File: src/rtl/ir_transmit_sm.sv
// IR car-control packet generator.
// Emits the start, car-select, gap and direction bursts of one packet per request.
module ir_transmit_sm #(
  parameter int CARRIER_HALF  = 1389,
  parameter int START_SIZE    = 191,
  parameter int CARSEL_SIZE   = 47,
  parameter int GAP_SIZE      = 25,
  parameter int ASSERT_SIZE   = 47,
  parameter int DEASSERT_SIZE = 22
) (
  input  logic       CLK,
  input  logic       RESET,
  input  logic [3:0] COMMAND,
  input  logic       SEND_PACKET,
  output logic       IR_LED,
  output logic       BUSY,
  output logic       PACKET_DONE
);

  function automatic int max2(input int a, input int b);
    return (a > b) ? a : b;
  endfunction

  localparam int MAXS = max2(max2(START_SIZE, CARSEL_SIZE),
                             max2(GAP_SIZE,
                                  max2(ASSERT_SIZE, DEASSERT_SIZE)));
  localparam int PW = $clog2(MAXS + 1);
  localparam int HW = (CARRIER_HALF > 1) ? $clog2(CARRIER_HALF) : 1;

  localparam logic [3:0] S_IDLE   = 4'd0;
  localparam logic [3:0] S_START  = 4'd1;
  localparam logic [3:0] S_GAP0   = 4'd2;
  localparam logic [3:0] S_CARSEL = 4'd3;
  localparam logic [3:0] S_GAP1   = 4'd4;
  localparam logic [3:0] S_RIGHT  = 4'd5;
  localparam logic [3:0] S_GAP2   = 4'd6;
  localparam logic [3:0] S_LEFT   = 4'd7;
  localparam logic [3:0] S_GAP3   = 4'd8;
  localparam logic [3:0] S_BACK   = 4'd9;
  localparam logic [3:0] S_GAP4   = 4'd10;
  localparam logic [3:0] S_FWD    = 4'd11;

  localparam logic [PW-1:0] SZ_START  = PW'(START_SIZE);
  localparam logic [PW-1:0] SZ_CARSEL = PW'(CARSEL_SIZE);
  localparam logic [PW-1:0] SZ_GAP    = PW'(GAP_SIZE);
  localparam logic [PW-1:0] SZ_ASRT   = PW'(ASSERT_SIZE);
  localparam logic [PW-1:0] SZ_DEASRT = PW'(DEASSERT_SIZE);
  localparam logic [HW-1:0] HALF_LAST = HW'(CARRIER_HALF - 1);

  logic [3:0]    r_state;
  logic [3:0]    r_cmd;
  logic [HW-1:0] r_half;
  logic [PW-1:0] r_per;
  logic          r_phase;
  logic          r_led;
  logic          r_busy;
  logic          r_done;

  logic [PW-1:0] w_size;
  logic [PW-1:0] w_per_inc;
  logic          w_half_end;
  logic          w_per_end;
  logic          w_last;
  logic          w_nxt_phase;
  logic          w_accept;

  always_comb begin
    w_size = SZ_GAP;
    case (r_state)
      S_START:  w_size = SZ_START;
      S_CARSEL: w_size = SZ_CARSEL;
      S_RIGHT:  w_size = r_cmd[0] ? SZ_ASRT : SZ_DEASRT;
      S_LEFT:   w_size = r_cmd[1] ? SZ_ASRT : SZ_DEASRT;
      S_BACK:   w_size = r_cmd[2] ? SZ_ASRT : SZ_DEASRT;
      S_FWD:    w_size = r_cmd[3] ? SZ_ASRT : SZ_DEASRT;
      default:  w_size = SZ_GAP;
    endcase
  end

  // A period ends on the last cycle of the low phase.
  assign w_half_end  = (r_half == HALF_LAST);
  assign w_per_end   = w_half_end && !r_phase;
  assign w_per_inc   = r_per + PW'(1);
  assign w_last      = w_per_end && (w_per_inc == w_size);
  assign w_nxt_phase = w_half_end ? !r_phase : r_phase;
  assign w_accept    = SEND_PACKET && !r_done;

  // Odd states are bursts, even non-idle states are gaps.
  always_ff @(posedge CLK or negedge RESET) begin
    if (!RESET) begin
      r_state <= S_IDLE;
      r_cmd   <= '0;
      r_half  <= '0;
      r_per   <= '0;
      r_phase <= 1'b0;
      r_led   <= 1'b0;
      r_busy  <= 1'b0;
      r_done  <= 1'b0;
    end else if (r_state == S_IDLE) begin
      r_done <= 1'b0;
      r_half <= '0;
      r_per  <= '0;
      if (w_accept) begin
        r_cmd   <= COMMAND;
        r_state <= S_START;
        r_phase <= 1'b1;
        r_led   <= 1'b1;
        r_busy  <= 1'b1;
      end else begin
        r_phase <= 1'b0;
        r_led   <= 1'b0;
        r_busy  <= 1'b0;
      end
    end else if (w_last) begin
      r_half  <= '0;
      r_per   <= '0;
      r_phase <= 1'b1;
      if (r_state == S_FWD) begin
        r_state <= S_IDLE;
        r_led   <= 1'b0;
        r_busy  <= 1'b0;
        r_done  <= 1'b1;
      end else begin
        r_state <= r_state + 4'd1;
        r_led   <= !r_state[0];
      end
    end else begin
      r_done  <= 1'b0;
      r_phase <= w_nxt_phase;
      r_led   <= r_state[0] && w_nxt_phase;
      if (w_half_end) begin
        r_half <= '0;
        if (w_per_end) r_per <= w_per_inc;
      end else begin
        r_half <= r_half + HW'(1);
      end
    end
  end

  assign IR_LED      = r_led;
  assign BUSY        = r_busy;
  assign PACKET_DONE = r_done;

endmodule

File: config.mk
export PLATFORM = sky130hd
export DESIGN_NAME = ir_transmit_sm
export DESIGN_NICKNAME = d
export VERILOG_FILES = /design/src/rtl/ir_transmit_sm.sv
export SDC_FILE = /design/constraint.sdc
export NUM_CORES = 1
export LEC_CHECK = 0
export BUFFER_PORTS_ARGS = -buffer_cell sky130_fd_sc_hd__clkbuf_2
export CORE_AREA = 2 2 61 63
export DETAILED_ROUTE_END_ITERATION = 10
export DIE_AREA = 0 0 63 65
export PLACE_DENSITY_LB_ADDON = 0.15
export SKIP_LAST_GASP = 1
export SYNTH_ARGS = -nofsm -noshare
export SYNTH_HDL_FRONTEND = slang
export SYNTH_SLANG_ARGS = --single-unit
File: constraint.sdc
create_clock -name CLK -period 3.9 [get_ports CLK]
set_input_delay 0.78 -clock CLK [delete_from_list [all_inputs] [get_ports CLK]]
set_output_delay 0.78 -clock CLK [all_outputs]
set_load 0.05 [all_outputs]
# Word level (Yosys, flattened, before mapping)

Cells that the tools add are included.

$add $sub $neg: 3
Equality and inequality tests: 10
Mux-type cells: 29
Reductions and logical operators: 16

Operator list:

| cell                                           | number |
|---|---|
| one-hot mux 8 bit (6 select lines)             | 1 |
| 2-to-1 mux 11 bit                              | 3 |
| 2-to-1 mux 8 bit                               | 4 |
| 2-to-1 mux 6 bit                               | 4 |
| 2-to-1 mux 4 bit                               | 4 |
| 2-to-1 mux 1 bit                               | 13 |
| adder 11 x 1 -> 11 bit (second input constant) | 1 |
| == test 11 bit (second input constant)         | 1 |
| adder 8 x 1 -> 8 bit (second input constant)   | 1 |
| == test 4 x 3 -> 1 bit (second input constant) | 2 |
| == test 4 bit (second input constant)          | 2 |
| == test 8 bit                                  | 1 |
| AND reduction 2 bit                            | 4 |
| nonzero test 3 bit                             | 2 |
| adder 4 x 1 -> 4 bit (second input constant)   | 1 |
| == test 4 x 1 -> 1 bit (second input constant) | 1 |
| == test 4 x 2 -> 1 bit (second input constant) | 1 |
| logical AND 1 bit                              | 4 |
| zero test 4 bit                                | 1 |
| nonzero test 2 bit                             | 2 |
| zero test 1 bit                                | 3 |
| != test 3 x 1 -> 1 bit (second input constant) | 1 |
| != test 2 bit (second input constant)          | 1 |

Register bits after elaboration: 31
Bits of input ports: 7
Word-level logic and storage cells: 66

# Logic depth before layout (Yosys ltp)

Gate-level depths: netlist of run 1.

Depth after elaboration: 6
Mapped depth: 13
Mapped depth without buffers: 9

# Least setup slack after synthesis of run 1

No wires, ideal clock.

Path type: register to register
Start point: register r_half[0]
End point: register r_state[1]
Library setup time: 0.125 ns
Data arrival time: 2.976 ns
Setup slack: 0.799 ns
Cell stages (with the launch flop): 13
Buffers on the path: 3
Period minus slack after synthesis: 3.101 ns
Path through: dfrtp_1 > inv_1 > ha_1 > nor4b_1 > and4_1 > clkbuf_1 > clkbuf_1 > ha_1 > o221ai_1 > or2_2 > clkbuf_1 > o41a_1 > mux2_4

Longest elaborated chain between the ends: 5

RTL lines:

| element                       | RTL line | source |
|---|---|---|
| from (decl)                   | 52       | `logic [HW-1:0] r_half;` |
| from (signal assigned)        | 135      | `r_half <= r_half + HW'(1);` |
| == test 11 bit                | 81       | `assign w_half_end = (r_half == HALF_LAST);` |
| logical AND 1 bit             | 82       | `assign w_per_end = w_half_end && !r_phase;` |
| logical AND 1 bit             | 84       | `assign w_last = w_per_end && (w_per_inc == w_size);` |
| nonzero test 2 bit (no line)  | -        |  |
| AND reduction 2 bit (no line) | -        |  |
| to (signal assigned)          | 124      | `r_state <= r_state + 4'd1;` |
| to (decl)                     | 50       | `logic [3:0] r_state;` |

Every way passes these cells.
A chain may end at the register's enable or synchronous reset.

# Worst setup path in the final report of run 1

Start point: register r_state[0]
End point: register r_done (netlist: PACKET_DONE)

Longest elaborated chain between the ends: 6
Elaborated cells on any way between the ends: 13

RTL lines:

| element                               | RTL line | source |
|---|---|---|
| == test 4 bit (tied with other cells) | 69, 118  |  |
| one-hot mux 8 bit (6 select lines)    | 69       | `case (r_state)` |
| == test 8 bit                         | 84       |  |
| logical AND 1 bit                     | 84       |  |
| 2-to-1 mux 1 bit                      | 114      | `end else if (w_last) begin` |
| 2-to-1 mux 1 bit                      | 99       | `end else if (r_state == S_IDLE) begin` |
| to (signal assigned)                  | 98       | `r_done <= 1'b0;` |
| to (signal assigned)                  | 100      | `r_done <= 1'b0;` |
| to (signal assigned)                  | 122      | `r_done <= 1'b1;` |
| to (decl)                             | 57       | `logic r_done;` |

Several ways; a longest one is shown, not always the timed one.

==> results of run 1 <==
-- worst max-delay path, cell delays in order, from the launching register on --
cell	delay, ns
dfrtp_1	0.47
ha_1	0.36
o21bai_1	0.13
a21oi_1	0.32
a211o_1	0.17
nand4_1	0.38
nor3_2	0.83
o211a_1	0.26
-- cell families (layout without fill, tap and decap cells) --
logic type                 count (synthesis)  in the layout  synth area share (%)
and+or+nand+nor                           83             83                 25.70
AOI/OAI and AO/OA                         44             44                 16.22
DFF                                       31             31                 38.39
buffers and inverters                     21             26                 5.325
xor gates and xnor gates                  15             15                 6.502
adders and majority gates                  7              7                 4.334
muxes                                      6              6                 3.529
-- cells in the mapped netlist (7+ instances only) --
library cell	count	area share [%]
and3_1	7	2.2
clkbuf_1	8	1.5
dfrtp_1	31	38
ha_1	7	4.3
inv_1	7	1.3
nand2_1	7	1.3
nand3_1	10	2.5
nor4_1	11	3.4
o21ai_0	8	2.0
xnor2_1	8	3.5
xor2_1	7	3.0
-- per-stage QoR --
stage,total power [mW],hold slack [ns],std cells
final,0.5079,0.4927,260
after global routing,0.5288,0.5472,260
after CTS,0.5139,0.5230,260
after detailed placement,0.3369,0.5180,252
after global placement,0.3364,0.4993,252
after floorplan,0.3277,0.4795,207
-- metal layers --
metal	global-route usage [%]	up-vias	wire, µm
li1	-	795	-
met1	31.95	750	2121
met2	33.78	19	1816
met3	5.729	5	132
met4	6.667	0	52
met5	0	-	0
-- state kept, by name (all words and copies together) (netlist names) --
register and cells:
BUSY 1, IR_LED 1, PACKET_DONE 1, r_cmd 4
r_half 11, r_per 8, r_phase 1, r_state 4
-- worst min path at each step --
stage / startpoint / end / cells after the start
finish: RESET / r_half[6] / 1
global route: r_per[7] / r_per[7] / 1
CTS: RESET / r_half[6] / 1
detailed placement: r_per[7] / r_per[7] / 1
global placement: r_per[7] / r_per[7] / 1
floorplan: RESET / BUSY / 0
-- power breakdown --
group / internal [mW] / total, mW / switching [mW]
registers: 0.321 / 0.321 / 0
logic: 0.00211 / 0.00873 / 0.00662
clock network: 0.0701 / 0.178 / 0.108
total: 0.393 / 0.508 / 0.115
-- area by class of cell --
cell class,instances,area share (%)
clock buffer,7,2.135
clock inverter,1,0.2372
inverter,7,1.246
multi-input combinational,155,53.91
sequential,31,36.77
tap,48,2.847
timing repair buffer,11,2.847
==> metrics, run 1 <==
status=complete, no violations; Avg Vias per Cell=6.035; max-cap viol count=0; Starting DRT DRC Count=84; Synth warnings=0; Top FF cell, synth=dfrtp_1; f_max=336.5 MHz; Leak=0.8952 nW; register area=775.7 µm²; grt total ovfl=0; Slew @ Worst Pin=0.8491 ns; sequential share of the synthesized area=38.39%; CTS Hold Bufs=0; HP Class=primary input to async pin; Total GRT Usage=22.47%; drt total wl=4.122 mm; Peak VDD IR=0.0001597 V; row count=22; Die Y=65 µm; Clock Skews=0.01061 ns; nets@finish=225; reg-to-reg endpoint=PACKET_DONE; Placed Area=2059 µm²; TritonCTS clock tree=built; # IOs=10; drt drc=0; Seq cells post-synth=31; crit path capture=PACKET_DONE; Crit Path Max Fanout=13; Cell variety after synth=53; total CTS buffers=5; Data arrival, critical path=3.24 ns; setup TNS=0 ns; final worst slack=0.9286 ns; post-cts resize count=0; Final period util=76.19%; Syn Inst Count=207; Reg2Reg Setup Slack=0.93 ns; Worst Path Required=4.17 ns; Post-synth EDFFs=0; share of cells above drive strength 1=13.21%; power density over the cells=240.8 nW/µm²; clock root buffer master=clkbuf_4; worst r2r path cells=7; post-route antenna net violation count=0; first-pass GRT wire length=7.038 mm; Port-buffer cells=9; vias in the first global route=1477; Worst-Skew Late Latency=0.34 ns; syn_nets=221; worst rel slew slack=43.08%; Worst Setup End Kind=register; Async SR Flop Fraction=100.0%; crit start category=register; Final Cell Area=2110 µm²; average cell area after synthesis=9.762 µm²; clock tree sinks=31; core area=3496 µm²; Syn Std Cell Area=2021 µm²; gpl congestion=0.9116; Fin. Hold Viols=0; final setup vio count=0; Antenna Cells=0; postcts setup bufs=0; Crit Path Class=register to register; largest net degree at the start of global routing=32; RSZ-0062 raised after global routing=no; initial core utilization=57.80%; # fillers=325; beginning of the worst register-to-register path=r_state[0]; WL per Instance=15.85 µm; max-slew violation count=0; Horiz. Die Dim=63 µm; P&R area growth vs syn=4.396%; area of the multi-input gates=1137 µm²; TritonRoute pass-1 iters=4; Reg clk slew, reported paths=0.10 ns; final core utilization=60.34%; DR vias=1569; area of the die=4095 µm²; most frequent cells in the layout=31 x dfrtp_1, 11 x nor4_1, 10 x nand3_1; commonest non-fill, non-tap cell in the layout=dfrtp_1; htree depth=2; Post-DP HPWL=2.876 mm; pre-CTS WS=0.9899 ns; clk buf depth=2; antenna violations before repair=0; Final min period=2.971 ns; critical path startpoint=r_state[0]
(Power assumes the default switching activity.)
==> run 2, diff against run 1 <==
==> constraint.sdc (replaced) <==
create_clock -name CLK -period 3.1 [get_ports CLK]
set_input_delay 0.62 -clock CLK [delete_from_list [all_inputs] [get_ports CLK]]
set_output_delay 0.62 -clock CLK [all_outputs]
set_load 0.05 [all_outputs]
==> metrics, run 2 (same netlist as run 1, synthesis figures left out) <==
Reg clk slew, reported paths=0.09 ns (was 0.10 ns); Antenna Cells=0 (unchanged); crit-path cells=ha_1, a2bb2oi_2, o211ai_1, or4b_1, and2_4, o41a_1, mux2_4 (was ha_1, o21bai_1, a21oi_1, a211o_1, nand4_1, nor3_2, o211a_1); f_max=358.6 MHz (was 336.5 MHz); Avg Vias per Cell=6.279 (was 6.035); max-cap viol count=0 (unchanged); share of cells above drive strength 1=14.49% (was 13.21%); row count=22 (unchanged); Final min period=2.788 ns (was 2.971 ns); Reg2Reg Setup Slack=0.31 ns (was 0.93 ns); post-route antenna net violation count=0 (unchanged); Die Y=65 µm (unchanged); status=complete, no violations (unchanged); crit start category=register (unchanged); area of the multi-input gates=1137 µm² (unchanged); TritonRoute pass-1 iters=4 (unchanged); Horiz. Die Dim=63 µm (unchanged); # IOs=10 (unchanged); Crit Path Max Fanout=9 (was 13); # fillers=320 (was 325); vias in the first global route=1530 (was 1477); RSZ-0062 raised after global routing=no (unchanged); clock root buffer master=clkbuf_4 (unchanged); Most flops, register=r_half (unchanged); final worst slack=0.3116 ns (was 0.9286 ns); Peak VDD IR=0.0002385 V (was 0.0001597 V); critical path's top delay family=compound AO/OA/AOI/OAI gates (was simple AND/OR/NAND/NOR gates); Crit Path Class=register to register (unchanged); Worst-Skew Late Latency=0.34 ns (about the same); largest net degree at the start of global routing=32 (unchanged); area of the die=4095 µm² (unchanged); nets@finish=229 (was 225); Max stage delay on crit path=0.54 ns (was 0.83 ns); Buffers & Inverters on Critical Path=0 (unchanged); beginning of the worst register-to-register path=r_state[0] (unchanged); CTS Hold Bufs=0 (unchanged); setup TNS=0 ns (unchanged); first-pass GRT wire length=7.507 mm (was 7.038 mm); core area=3496 µm² (unchanged); max-slew violation count=0 (unchanged); reg-to-reg endpoint=r_state[1] (was PACKET_DONE); commonest non-fill, non-tap cell in the layout=dfrtp_1 (unchanged); postcts setup bufs=0 (unchanged); post-cts resize count=0 (unchanged); Clock Skews=0.007234 ns (was 0.01061 ns); total CTS buffers=5 (unchanged); Final period util=89.95% (was 76.19%); Slew @ Worst Pin=0.7725 ns (was 0.8491 ns); clk buf depth=2 (unchanged); Data arrival, critical path=3.01 ns (was 3.24 ns); P&R area growth vs syn=5.449% (was 4.396%); max reg flops=11 (unchanged); drt total wl=4.264 mm (was 4.122 mm); Starting DRT DRC Count=150 (was 84); gpl congestion=0.8489 (was 0.9116); power density over the cells=293.2 nW/µm² (was 240.8 nW/µm²); final core utilization=60.95% (was 60.34%); DR vias=1645 (was 1569); htree depth=2 (unchanged); drt drc=0 (unchanged); Total GRT Usage=23.62% (was 22.47%); cell with the largest stage delay on the worst path=or4b_1 (was nor3_2); Port-buffer cells=9 (unchanged); Post-DP HPWL=3.030 mm (was 2.876 mm); register area=775.7 µm² (unchanged); worst rel slew slack=48.50% (was 43.08%); clock tree sinks=31 (unchanged); worst r2r path cells=7 (unchanged); Worst Path Required=3.32 ns (was 4.17 ns); pre-CTS WS=0.3334 ns (was 0.9899 ns); most frequent cells in the layout=31 x dfrtp_1, 11 x nor4_1, 10 x nand3_1 (unchanged); Worst Setup End Kind=register (unchanged); HP Class=primary input to async pin (unchanged); WL per Instance=16.27 µm (was 15.85 µm); biggest regs=r_half: 11 flops, r_per: 8 flops (unchanged); antenna violations before repair=0 (unchanged); Leak=0.9106 nW (was 0.8952 nW); initial core utilization=57.80% (unchanged); Fin. Hold Viols=0 (unchanged); final setup vio count=0 (unchanged); grt total ovfl=0 (unchanged); TritonCTS clock tree=built (unchanged)
==> run 2: cell count changes in the layout (fill, tap and decap cells not counted), sizes merged <==
cell	previous run	this run
buf	2	6
clkbuf	16	15
clkinv	1	0
==> run 2: power by group <==
group	total, mW	internal, mW	switching, mW
Clock	0.210	0.0804	0.129
Combinational	0.0110	0.00265	0.00835
Sequential	0.404	0.404	0
==> run 2: cell type report <==
class | count | share of cell area, %
Timing Repair Buffer | 15 | 4.228
Multi-Input combinational cell | 155 | 53.38
Sequential cell | 31 | 36.41
Inverter | 7 | 1.233
Clock buffer | 6 | 1.938
Tap cell | 48 | 2.819
==> run 2: layer usage <==
metal,global-route usage (%),up-vias,wire (µm)
met1,33.89,798,2109
met5,0,-,0
met2,34.18,36,1887
met3,5.729,8,184
li1,-,803,-
met4,9.167,0,82
==> run 2: worst max-delay path by stage <==
stage | startpoint | end | slack (ns) | depth (start not counted)
after CTS | r_state[0] | r_state[1] | 0.32 | 7
after global placement | r_state[0] | r_state[1] | 0.42 | 7
after floorplan | r_half[0] | r_state[1] | 0.10 | 12
after global routing | r_state[0] | r_state[1] | 0.17 | 7
final | r_state[0] | r_state[1] | 0.31 | 7
after detailed placement | r_state[0] | r_state[1] | 0.33 | 7
==> run 2: metrics by stage <==
step	cells	power (mW)	hold WS [ns]	cell area, µm²
2_1_floorplan	207	0.4122	0.3244	2022
3_3_place_gp	256	0.4234	0.4927	2090
3_5_place_dp	256	0.4239	0.5145	2090
4_1_cts	262	0.6356	0.3632	2131
5_1_grt	262	0.6555	0.3970	2131
6_report	262	0.6248	0.3365	2131
